`src/rtl/bp_lce_resp_arbiter_if.sv`:
```
// Handshake bundle between the response sources, the LCE response arbiter and
// the downstream lce_resp consumer. master = arbiter side, slave = source/sink side.
interface bp_lce_resp_arbiter_if #(
  parameter int num_src_p    = 2,
  parameter int resp_width_p = 64
);
  localparam int id_width_lp = (num_src_p > 1) ? $clog2(num_src_p) : 1;

  logic [num_src_p*resp_width_p-1:0] src_resp_i;
  logic [num_src_p-1:0]              src_v_i;
  logic [num_src_p-1:0]              src_yumi_o;
  logic [resp_width_p-1:0]           lce_resp_o;
  logic                              lce_resp_v_o;
  logic                              lce_resp_ready_i;
  logic [id_width_lp-1:0]            src_id_o;

  modport master (
    input  src_resp_i, src_v_i, lce_resp_ready_i,
    output src_yumi_o, lce_resp_o, lce_resp_v_o, src_id_o
  );

  modport slave (
    output src_resp_i, src_v_i, lce_resp_ready_i,
    input  src_yumi_o, lce_resp_o, lce_resp_v_o, src_id_o
  );
endinterface

```
`src/rtl/bp_lce_resp_arbiter.sv`:
```
// N-source LCE->CCE response arbiter with a one-entry registered output stage.
// Optional macro BP_LCE_RESP_ARB_STARVE_EN adds a starvation guard to fixed-priority mode.
module bp_lce_resp_arbiter #(
  parameter int num_src_p      = 2,
  parameter int resp_width_p   = 64,
  parameter int rr_mode_p      = 1,
  parameter int starve_limit_p = 15
) (
  input  logic                  clk_i,
  input  logic                  reset_n_i,
  bp_lce_resp_arbiter_if.master bus
);
  localparam int id_width_lp = (num_src_p > 1) ? $clog2(num_src_p) : 1;
`ifdef BP_LCE_RESP_ARB_STARVE_EN
  localparam bit starve_en_lp = (rr_mode_p == 0);
`else
  localparam bit starve_en_lp = 1'b0;
`endif

  logic [num_src_p-1:0]    src_v;
  logic [num_src_p-1:0]    starved;
  logic [num_src_p-1:0]    yumi;
  logic [id_width_lp-1:0]  ptr_reg;
  logic [id_width_lp-1:0]  winner;
  logic                    grant_v;
  logic                    load;
  logic [resp_width_p-1:0] winner_data;

  logic                    v_reg;
  logic [resp_width_p-1:0] data_reg;
  logic [id_width_lp-1:0]  id_reg;

  assign src_v = bus.src_v_i;

  // Loops run backwards through the search order so the last hit is the winner.
  always_comb begin : arbitrate
    int idx;
    idx     = 0;
    grant_v = 1'b0;
    winner  = '0;
    if (|starved) begin
      grant_v = 1'b1;
      for (int k = num_src_p - 1; k >= 0; k--) begin
        if (starved[k[id_width_lp-1:0]]) winner = k[id_width_lp-1:0];
      end
    end else if (rr_mode_p != 0) begin
      for (int off = num_src_p; off >= 1; off--) begin
        idx = int'(ptr_reg) + off;
        if (idx >= num_src_p) idx = idx - num_src_p;
        if (src_v[idx[id_width_lp-1:0]]) begin
          grant_v = 1'b1;
          winner  = idx[id_width_lp-1:0];
        end
      end
    end else begin
      for (int k = num_src_p - 1; k >= 0; k--) begin
        if (src_v[k[id_width_lp-1:0]]) begin
          grant_v = 1'b1;
          winner  = k[id_width_lp-1:0];
        end
      end
    end
  end

  assign load        = grant_v & (~v_reg | bus.lce_resp_ready_i);
  assign winner_data = bus.src_resp_i[winner*resp_width_p +: resp_width_p];

  always_comb begin
    yumi = '0;
    if (load && reset_n_i) yumi[winner] = 1'b1;
  end

  generate
    if (rr_mode_p != 0) begin : g_rr_ptr
      always_ff @(posedge clk_i or negedge reset_n_i) begin
        if (!reset_n_i)  ptr_reg <= id_width_lp'(num_src_p - 1);
        else if (load)   ptr_reg <= winner;
      end
    end else begin : g_no_ptr
      assign ptr_reg = '0;
    end

    if (starve_en_lp) begin : g_starve
      localparam int cnt_width_lp = (starve_limit_p > 0) ? $clog2(starve_limit_p + 1) : 1;
      for (genvar gi = 0; gi < num_src_p; gi++) begin : g_cnt
        logic [cnt_width_lp-1:0] cnt_reg;
        // Counts arbitrations lost while continuously valid; saturates at all-ones.
        always_ff @(posedge clk_i or negedge reset_n_i) begin
          if (!reset_n_i)                               cnt_reg <= '0;
          else if (!src_v[gi] || yumi[gi])              cnt_reg <= '0;
          else if (load && (cnt_reg != {cnt_width_lp{1'b1}})) cnt_reg <= cnt_reg + 1'b1;
        end
        assign starved[gi] = src_v[gi] && (cnt_reg >= cnt_width_lp'(starve_limit_p));
      end
    end else begin : g_no_starve
      assign starved = '0;
    end
  endgenerate

  always_ff @(posedge clk_i or negedge reset_n_i) begin
    if (!reset_n_i) begin
      v_reg    <= 1'b0;
      data_reg <= '0;
      id_reg   <= '0;
    end else if (load) begin
      v_reg    <= 1'b1;
      data_reg <= winner_data;
      id_reg   <= winner;
    end else if (v_reg && bus.lce_resp_ready_i) begin
      v_reg    <= 1'b0;
    end
  end

  assign bus.src_yumi_o   = yumi;
  assign bus.lce_resp_o   = data_reg;
  assign bus.lce_resp_v_o = v_reg;
  assign bus.src_id_o     = id_reg;

`ifndef SYNTHESIS
  a_yumi_onehot0: assert property (@(posedge clk_i) disable iff (!reset_n_i)
    $onehot0(yumi));
  a_hold_stable: assert property (@(posedge clk_i) disable iff (!reset_n_i)
    (v_reg && !bus.lce_resp_ready_i) |=> ($stable(data_reg) && $stable(id_reg)));
`endif
endmodule

```
`src/flat_wrapper.sv`:
```
// flat-port wrapper written by rule: the top's interface ports become plain ports
module bp_lce_resp_arbiter_flat 
#(
  parameter int num_src_p      = 2,
  parameter int resp_width_p   = 64,
  parameter int rr_mode_p      = 1,
  parameter int starve_limit_p = 15
)
  (clk_i, reset_n_i, bus_src_resp_i, bus_src_v_i, bus_lce_resp_ready_i, bus_src_yumi_o, bus_lce_resp_o, bus_lce_resp_v_o, bus_src_id_o);
  bp_lce_resp_arbiter_if #(.num_src_p(num_src_p), .resp_width_p(resp_width_p)) bus_i ();
  input  logic clk_i;
  input  logic reset_n_i;
  input wire logic [$bits(bus_i.src_resp_i)-1:0] bus_src_resp_i;
  input wire logic [$bits(bus_i.src_v_i)-1:0] bus_src_v_i;
  input wire logic [$bits(bus_i.lce_resp_ready_i)-1:0] bus_lce_resp_ready_i;
  output wire logic [$bits(bus_i.src_yumi_o)-1:0] bus_src_yumi_o;
  output wire logic [$bits(bus_i.lce_resp_o)-1:0] bus_lce_resp_o;
  output wire logic [$bits(bus_i.lce_resp_v_o)-1:0] bus_lce_resp_v_o;
  output wire logic [$bits(bus_i.src_id_o)-1:0] bus_src_id_o;
  assign bus_i.src_resp_i = bus_src_resp_i;
  assign bus_i.src_v_i = bus_src_v_i;
  assign bus_i.lce_resp_ready_i = bus_lce_resp_ready_i;
  assign bus_src_yumi_o = bus_i.src_yumi_o;
  assign bus_lce_resp_o = bus_i.lce_resp_o;
  assign bus_lce_resp_v_o = bus_i.lce_resp_v_o;
  assign bus_src_id_o = bus_i.src_id_o;
  bp_lce_resp_arbiter #(.num_src_p(num_src_p), .resp_width_p(resp_width_p), .rr_mode_p(rr_mode_p), .starve_limit_p(starve_limit_p)) u_core (.clk_i(clk_i), .reset_n_i(reset_n_i), .bus(bus_i));
endmodule
```
`config.mk`:
```
export PLATFORM = sky130hd
export DESIGN_NAME = bp_lce_resp_arbiter_flat
export DESIGN_NICKNAME = d
export VERILOG_FILES = /design/src/rtl/bp_lce_resp_arbiter_if.sv /design/src/rtl/bp_lce_resp_arbiter.sv /design/src/flat_wrapper.sv
export SDC_FILE = /design/constraint.sdc
export NUM_CORES = 1
export LEC_CHECK = 0
export BUFFER_PORTS_ARGS = -buffer_cell sky130_fd_sc_hd__buf_2
export CORE_MARGIN = 2
export CORE_UTILIZATION = 47
export DETAILED_ROUTE_END_ITERATION = 6
export GPL_TIMING_DRIVEN = 0
export PLACE_DENSITY = 0.95
export SLEW_MARGIN = 10
export SYNTH_ARGS = -nofsm -noshare
export SYNTH_HDL_FRONTEND = slang
export SYNTH_SLANG_ARGS = --single-unit
```
`constraint.sdc`:
```
create_clock -name clk_i -period 2.65 [get_ports clk_i]
set_input_delay 0.1325 -clock clk_i [delete_from_list [all_inputs] [get_ports clk_i]]
set_output_delay 0.1325 -clock clk_i [all_outputs]
set_load 0.01 [all_outputs]
```
==> results of run 1 <==
## per-layer routing
layer  GRT usage  wire length (um)
met1       0.293              3880
met2       0.464              5210
met3      0.0494               700
met4       0.112               204
met5           0                 0
## per-stage QoR
step	power [mW]	std cells	worst slack, ps	instance area (sq um)
6_report	2.84	681	537	4640
5_1_grt	3.01	681	422	4640
4_1_cts	2.86	681	521	4640
3_5_place_dp	2.14	665	898	4470
3_3_place_gp	2.11	665	804	4460
2_1_floorplan	1.75	369	1210	3340
## worst paths after layout
check / start / end / depth (start not counted)
max: u_core.ptr_reg / bus_src_yumi_o[0] / 5
min: bus_src_resp_i[49] / u_core.bus.lce_resp_o[49] / 3
max reg2reg: u_core.ptr_reg / u_core.bus.lce_resp_o[23] / 5
min reg2reg: u_core.bus.src_id_o / u_core.bus.src_id_o / 1
max in group asynchronous: reset_n_i / u_core.bus.lce_resp_o[20] / 2
min in group asynchronous: reset_n_i / u_core.bus.lce_resp_o[49] / 2
## cell usage after synthesis
cell type	count
nand2_1	128
dfrtp_1	66
a21oi_1	64
a31oi_1	34
a31oi_2	30
clkbuf_1	22
buf_2	6
buf_6	6
and3_1	2
buf_4	2
mux2_1	2
nand2b_1	2
a21bo_1	1
a21boi_2	1
and2_1	1
dfstp_2	1
or2_1	1
## cell type report
cell class | instances | area [sq um] | share of cell area
sequential | 67 | 1680 | 0.362
multi-input combinational | 266 | 1470 | 0.317
timing repair buffer | 201 | 1010 | 0.219
tap | 96 | 120 | 0.0259
buffer | 36 | 195 | 0.0421
clock inverter | 3 | 15.0 | 0.00324
clock buffer | 12 | 145 | 0.0313
## worst reg2reg max path: stages (launching register included)
cell and delay [ps]:
dfstp_2 550, a21bo_1 120, buf_2 250, clkbuf_1 370, nand2_1 140, a31oi_2 180
## report_power, final
part / internal (mW) / switching (mW) / total [mW] / leakage, nW
combinational: 0.363 / 0.473 / 0.835 / 1.39
sequential: 1.19 / 0.0931 / 1.29 / 0.753
clock: 0.356 / 0.359 / 0.715 / 0.0860
total: 1.91 / 0.925 / 2.84 / 2.23
## logic make-up (layout without fill, tap and decap cells)
group	count (synthesis)	count (layout)
simple gates	134	134
compound gates	130	130
flops	67	67
buf+inv	36	252
mux	2	2
==> results.md, run 1 <==
- I/O pin cnt: 201
- Avg Cell Area, Syn: 9.06 sq um
- Setup crit start kind: flop
- Yosys warning total: 0
- CTS tree: done
- Largest stage delay on the critical path: 550 ps
- Critical path's top delay family: buffers and inverters
- Final net count: 714
- Sequence of cells on the critical path: a21bo_1 > buf_2 > clkbuf_1 > and3_1 > buf_2
- Leakage power: 2.23 nW
- Post-CTS Setup Repair Bufs: 0
- Initial core utilization: 0.489
- DRC viols: 0
- Die area: 0.00780 sq mm
- Final hold viol count: 0
- Crit path max fanout: 10
- PD cells: 612 mW/mm^2
- Fin Clk Skew: 6.26 ps
- Filler cell count: 562
- CP dominant cell by count: buf_2
- Worst setup EP type: output port
- Setup TNS: 0 ps
- Max transition margin: 0.432
- Clock slew at reported path FFs: 70 ps
- Root buffer cell: clkbuf_8
- Via count: 3593
- H-tree lvl count: 3
- HP Class: in2reg
- Tcrit/Tclk final: 0.797
- Num Clock Sinks: 67
- Commonest non-fill, non-tap cell in the layout: buf_2
- Critical Path RT: 2520 ps
- Via-to-Cell Ratio: 5.28
- Syn Nets: 502
- Std-Cell Rows: 30
- Vias in the first global route: 3501
- Synth Register Bits: 67
- DRT antenna net count: 0
- Area share of fa/ha/maj cells after synthesis: 0
- Most frequent cells in the layout: buf_2, nand2_1, dfrtp_1, a21oi_1, a31oi_1
- Worst EP arrival: 1980 ps
- Final min period: 2110 ps
- Worst vdd ir: 0.313 mV
- Endpoints failing setup: 0
- First-pass GRT wire length: 15600 um
- GPL Wtd Cong: 0.853
- Overall global routing resource usage: 0.256
- Critical Path Slowest Stage Cell: dfstp_2
- Max_cap viols: 0
- Slew Limit Fails: 0
- Crit path buffers/inverters: 3
- Core area: 0.00683 sq mm
- Final HPWL DP: 7550 um
- Synth area leaders: dfrtp_1, nand2_1, a31oi_2, a21oi_1, a31oi_1
- XOR/XNOR share of the synthesized area: 0
- Crit Path Class: reg2out
- Final Core Density: 0.679
- Num CTS Buffers: 9
- Worst-case clock buffer depth: 2
- Initial antenna violation count: 0
- Fmax: 473 MHz
- Mux contribution to synthesized area: 0.00674
- Die X: 88.3 um
- Gate Count Post-Synth: 369
- Max reg flops: 64
- Synthesized area: 0.00334 sq mm
- Synth Area in Compound Gates: 0.278
- Post-synth top area cell: dfrtp_1
- Synth-to-Final Area Change: 38.7%
- Largest family of logic cells by synthesized area: compound AO/OA/AOI/OAI gates
- Fraction of layout cells with a size suffix above 1: 0.443
- DR pass1 iterations: 4
- Worst-Margin Slew: 851 ps
- Worst-skew pair later-pin latency: 330 ps
- Grt ovf: 0
- Hold Slack: 46.4 ps
- Pin count of the biggest net entering global routing: 70
- ANT cells: 0
- Port Buffer Count: 200
- Initial DRC Count: 166
- Final wirelength: 9990 um
- Seq/Total Area, Yosys: 0.502
- Cell variety after synth: 17
- Hold buffers post-CTS: 1
- Routed WL per cell: 14.7 um
- Status: finished clean
- Top-area cell type share of the netlist area: 0.494
- Die Ht: 88.3 um
- R2R setup slack: 960 ps
- RSZ-0062 raised after global routing: no
- Post-synthesis simple-gate area fraction: 0.155
- PostCTS Resize Cnt: 0
(Power assumes the default switching activity.)
==> run 2: changes to the inputs <==
Settings changed: CORE_UTILIZATION 47 to 39, PLACE_DENSITY 0.95 to 0.85.
Clock period 2.65 ns to 1.9 ns, I/O delays scaled along.
==> run 2 against run 1 <==
  * Critical path depth shrank 1
  * Clock power grew 82%
  * Clock skew rose by 4.0 ps
  * Die area is 20% higher
  * Critical path type unchanged
  * Critical endpoint unchanged
==> results.md, run 2 (synthesis gave the netlist of run 1 again) <==
- Status: finished clean
- Worst-skew pair later-pin latency: 330 ps
- Final Core Density: 0.599
- Synth-to-Final Area Change: 47.9%
- Setup TNS: 0 ps
- Crit path max fanout: 19
- Slew Limit Fails: 0
- Initial core utilization: 0.405
- Footprint of the multi-input gates: 0.00147 sq mm
- Std-Cell Rows: 33
- Overall global routing resource usage: 0.223
- Filler cell count: 707
- Worst EP arrival: 1640 ps
- Worst-Margin Slew: 471 ps
- Final hold viol count: 0
- Worst-case clock buffer depth: 2
- Max transition margin: 0.686
- Most frequent cells in the layout: buf_2, nand2_1, dfrtp_1, a21oi_1, a31oi_1
- PD cells: 872 mW/mm^2
- Leakage power: 2.36 nW
- DR pass1 iterations: 4
- Initial antenna violation count: 0
- Final Instance Area: 0.00494 sq mm
- Pin count of the biggest net entering global routing: 37
- RSZ-0062 raised after global routing: no
- CTS tree: done
- Max reg flops: 64
- Setup crit start kind: flop
- DRT antenna net count: 0
- Final HPWL DP: 7810 um
- ANT cells: 0
- Die area: 0.00933 sq mm
- Vias in the first global route: 3507
- H-tree lvl count: 3
- Tcrit/Tclk final: 0.912
- GPL Wtd Cong: 0.803
- FF+latch area: 0.00168 sq mm
- Fmax: 577 MHz
- Final net count: 735
- Fin Clk Skew: 10.2 ps
- Grt ovf: 0
- Final wirelength: 10800 um
- Die X: 96.6 um
- Num CTS Buffers: 9
- Routed WL per cell: 15.2 um
- Final min period: 1730 ps
- Initial DRC Count: 108
- Via-to-Cell Ratio: 5.18
- Core area: 0.00826 sq mm
- Origin of the critical flop-to-flop path: u_core.bus.lce_resp_v_o
- Crit Path Class: reg2out
- Fraction of layout cells with a size suffix above 1: 0.440
- Post-DP Area: 0.00450 sq mm
- Die Ht: 96.6 um
- First-pass GRT wire length: 16000 um
- Root buffer cell: clkbuf_8
- Worst setup path startpoint: u_core.ptr_reg
- Max_cap viols: 0
- Origin of the worst min-delay path: bus_src_resp_i[30]
- Via count: 3688
- Port Buffer Count: 200
- Commonest non-fill, non-tap cell in the layout: buf_2
- Worst setup EP type: output port
- HP Class: in2reg
- Worst vdd ir: 0.510 mV
- Clock slew at reported path FFs: 80 ps
- Critical Path RT: 1800 ps
- Endpoints failing setup: 0
- Num Clock Sinks: 67
- DRC viols: 0
- I/O pin cnt: 201
## run 2: changes by cell type in the layout (fill, tap and decap cells not counted)
cell           delta
clkbuf_2          +4
clkbuf_1          -8
clkinvlp_4        +3
buf_2             -1
clkinv_2          -1
dlygate4sd3_1    +22
buf_12            +1
clkbuf_4          +1
bufinv_16         +2
clkbuf_8          -1
## run 2: timing repair
action,CTS,global route
buffers inserted,0,0
gates resized for setup,0,9
hold endpoints to repair,45,1
gates cloned,0,0
endpoints found under the setup margin,2,33
hold buffers,22,1
## run 2: cell type report
type	instances	share of cell area
Sequential cell	67	0.339
Multi-Input combinational cell	266	0.297
Timing Repair Buffer	224	0.254
Buffer	34	0.0395
Tap cell	105	0.0266
Clock buffer	9	0.0251
Clock inverter	7	0.0187
## run 2: through the flow
step / setup WS, ps / hold slack [ps] / instances / total power [mW]
2_1_floorplan: 493 / -201 / 369 / 2.44
3_3_place_gp: 110 / 351 / 674 / 2.95
3_5_place_dp: 166 / 64.8 / 675 / 3.00
4_1_cts: 43.4 / 0.491 / 711 / 4.33
5_1_grt: 83.2 / 3.88 / 712 / 4.55
6_report: 167 / 10.1 / 712 / 4.31
## run 2: report_power, final
part	total [mW]	switching [mW]	leakage (nW)	internal, mW
clock	1.30	0.562	0.101	0.734
combinational	1.22	0.675	1.50	0.541
sequential	1.80	0.137	0.753	1.66
total	4.31	1.37	2.36	2.94
## run 2: worst max-delay path, stage by stage (launching register included)
cell and delay [ps]:
dfstp_2 550, a21bo_1 120, clkbuf_4 300, and3_1 200
buf_2 130
## run 2: path summary, 6_finish.rpt
path	cells after the start	to	slack, ps
setup / recovery	4	bus_src_yumi_o[0]	170
hold reg to reg	1	u_core.bus.src_id_o	490
hold / removal	3	u_core.bus.lce_resp_o[30]	10
min in group asynchronous	2	u_core.bus.lce_resp_o[29]	240
setup reg to reg	5	u_core.bus.lce_resp_o[3]	250
max in group asynchronous	3	u_core.ptr_reg	1040
## run 2: per-layer routing
metal	GRT usage	wire [um]	vias to the layer above
met5	0	0	-
met4	0.0822	237	0
met3	0.0504	709	24
met2	0.405	5590	184
met1	0.257	4270	1730
li1	-	-	1750
==> run 3: changes to the inputs <==
Settings changed: ABC_AREA set to 1, CORE_UTILIZATION 39 to 41, PLACE_DENSITY 0.85 to 0.86.
==> run 3 against run 2 <==
  * Sequential power about the same
  * Synthesized area up 13%
  * Hold slack improved by 25 ps
  * Synthesized cell count increased by 54%
  * Clock skew shrank 2.4 ps
  * First-iteration DRC count up 81%
  * Maximum frequency increased by 0.11%
  * Final cell count rose by 26%
  * Total power is 3.1% lower
  * Routed wire length down 0.85%
  * Combinational power is 6% lower
  * Design area grew 5.1%
  * Critical path type is now in2out
==> results.md, run 3 <==
- DRC viols: 0
- Via count: 4156
- Final WS setup: 169 ps
- Critical Path Slowest Stage Cell: dlygate4sd3_1
- CTS tree: done
- Die area: 0.0100 sq mm
- I/O pin cnt: 201
- DR pass1 iterations: 4
- Final wirelength: 10700 um
- Final hold viol count: 0
- Reg2reg end: u_core.bus.lce_resp_o[14]
- Critical Path RT: 1800 ps
- Clk pwr share: 0.300
- Vias in the first global route: 3869
- Tcrit/Tclk final: 0.911
- Overall global routing resource usage: 0.217
- Setup TNS: 0 ps
- Gate Count Post-Synth: 569
- Final Core Density: 0.570
- Most used DFF post-synth: dfrtp_1
- Pin count of the biggest net entering global routing: 40
- Worst vdd ir: 0.358 mV
- Hold Slack: 34.7 ps
- Final HPWL DP: 8000 um
- Finished Layout Cells: 899
- Routed WL per cell: 11.9 um
- RSZ-0062 raised after global routing: no
- Fin Clk Skew: 7.82 ps
- Footprint of the multi-input gates: 0.00142 sq mm
- Fmax: 578 MHz
- DRT antenna net count: 0
- Synth Register Bits: 67
- Sw Share: 0.319
- Worst-Margin Slew: 451 ps
- Internal: 2.84 mW
- Commonest cells in the netlist: nand2_1, inv_1, nand3_1, dfrtp_1, buf_2
- Most frequent cells in the layout: buf_2, nand2_1, inv_1, nand3_1, dfrtp_1
- ANT cells: 0
- Post-synth EDFFs: 0
- Synth-to-Final Area Change: 37.3%
- Max reg flops: 64
- Fraction of layout cells with a size suffix above 1: 0.319
- Top-area cell type share of the netlist area: 0.436
- Via-to-Cell Ratio: 4.62
- HP Class: in2reg
- Avg Cell Area, Syn: 6.65 sq um
- Initial core utilization: 0.416
- Die X: 100 um
- Crit Path Class: in2out
- Final min period: 1730 ps
- Die Ht: 100 um
- Worst setup path startpoint: reset_n_i
- Leakage power: 3.42 nW
- Final net count: 916
- CP endpoint: bus_src_yumi_o[0]
- Sequence of cells on the critical path: dlygate4sd3_1 > buf_8 > buf_16 > inv_1 > nor3_1 > buf_2
- R2R setup slack: 450 ps
- Worst-skew pair later-pin latency: 330 ps
- Most frequent cell after synthesis: nand2_1
- Clock slew at reported path FFs: 70 ps
- Slew Limit Fails: 0
- First-pass GRT wire length: 17500 um
- Async set or reset register ratio after synthesis: 1.00
- Worst EP arrival: 1640 ps
- GPL Wtd Cong: 0.849
- Status: finished clean
- Setup crit start kind: input pin
- Endpoints failing setup: 0
- Grt ovf: 0
- Worst-case clock buffer depth: 2
- Num Clock Sinks: 67
- Filler cell count: 903
- Commonest non-fill, non-tap cell in the layout: buf_2
- Syn Nets: 702
- Net Switching: 1.33 mW
- Port Buffer Count: 200
- FF+latch area: 0.00168 sq mm
- PD cells: 804 mW/mm^2
- Std-Cell Rows: 35
- Worst setup EP type: output port
- Synth area leaders: dfrtp_1, nand2_1, nand3_1, inv_1, buf_2
- H-tree lvl count: 3
- Post-synth top area cell: dfrtp_1
- Max_cap viols: 0
- Core area: 0.00911 sq mm
- Cell variety after synth: 12
- Yosys warning total: 0
- Seq/Total Area, Yosys: 0.443
- Seq pwr share: 0.425
- Dpl ws: 445 ps
- Root buffer cell: clkbuf_8
- Max transition margin: 0.699
- Initial antenna violation count: 0
- Combinational Power Share: 0.275
- Num CTS Buffers: 9
- R2R cell count: 7
- Dpl cells: 881
- Synthesized area: 0.00378 sq mm
- Origin of the critical flop-to-flop path: u_core.ptr_reg
- Initial DRC Count: 195
- Crit path max fanout: 39
- Largest stage delay on the critical path: 570 ps
run 3: repair_timing:
action	in CTS	in global routing
gates resized for setup	0	4
hold buffers	2	0
setup buffers	0	0
endpoints found under the hold margin	30	0
endpoints found under the setup margin	0	1
run 3: cells by family (layout without fill, tap and decap cells):
kind of cell | after synthesis | count (layout) | share of synthesized area
flip-flops | 67 | 67 | 0.443
AO/OA/AOI/OAI | 1 | 1 | 0.00231
AND/OR/NAND/NOR | 334 | 334 | 0.374
buffers and inverters | 167 | 386 | 0.180
run 3: worst min-delay path by stage:
stage	depth (start not counted)	slack (ps)	start	to
5_1_grt	3	40	bus_src_v_i[1]	u_core.bus.lce_resp_v_o
6_report	3	30	bus_src_v_i[1]	u_core.bus.lce_resp_v_o
4_1_cts	3	20	bus_src_v_i[1]	u_core.bus.lce_resp_v_o
3_5_place_dp	1	60	reset_n_i	u_core.bus.lce_resp_o[10]
2_1_floorplan	0	-200	reset_n_i	u_core.bus.lce_resp_o[0]
3_3_place_gp	3	340	bus_src_v_i[0]	u_core.bus.lce_resp_v_o
run 3: layer usage:
metal  wire length [um]  share of wire  GRT usage  vias to the layer above
met5                  0              0          0                        -
met4                116          0.011     0.0548                        0
met3                728          0.068     0.0494                       12
met2               5120           0.48      0.370                      157
met1               4750           0.44      0.281                     1879
li1                   -              -          -                     2108
run 3: final cells by class:
| cell class | count | share of cell area |
|---|---|---|
| Tap cell | 111 | 0.0267 |
| Clock inverter | 4 | 0.00915 |
| Clock buffer | 12 | 0.0318 |
| Multi-Input combinational cell | 335 | 0.274 |
| Timing Repair Buffer | 203 | 0.204 |
| Sequential cell | 67 | 0.323 |
| Buffer | 35 | 0.0361 |
| Inverter | 132 | 0.0954 |
run 3: power by group through the flow:
stage                     Sequential (mW)  Clock [mW]  Combinational [mW]
after floorplan                      1.90           0               0.500
after global placement               1.79           0                1.12
after detailed placement             1.80           0                1.15
after CTS                            1.78        1.28                1.16
after global routing                 1.80        1.35                1.30
final                                1.78        1.25                1.15
run 3: stage by stage:
step / instance area, sq um / total power [mW]
6_report: 5190 / 4.18
5_1_grt: 5190 / 4.46
4_1_cts: 5180 / 4.21
3_5_place_dp: 4950 / 2.95
3_3_place_gp: 4920 / 2.91
2_1_floorplan: 3780 / 2.40
run 3: critical path: cells and delay by family:
| family | cells | cell delay [ps] |
|---|---|---|
| simple gates | 1 | 190 |
| buf+inv | 5 | 1320 |
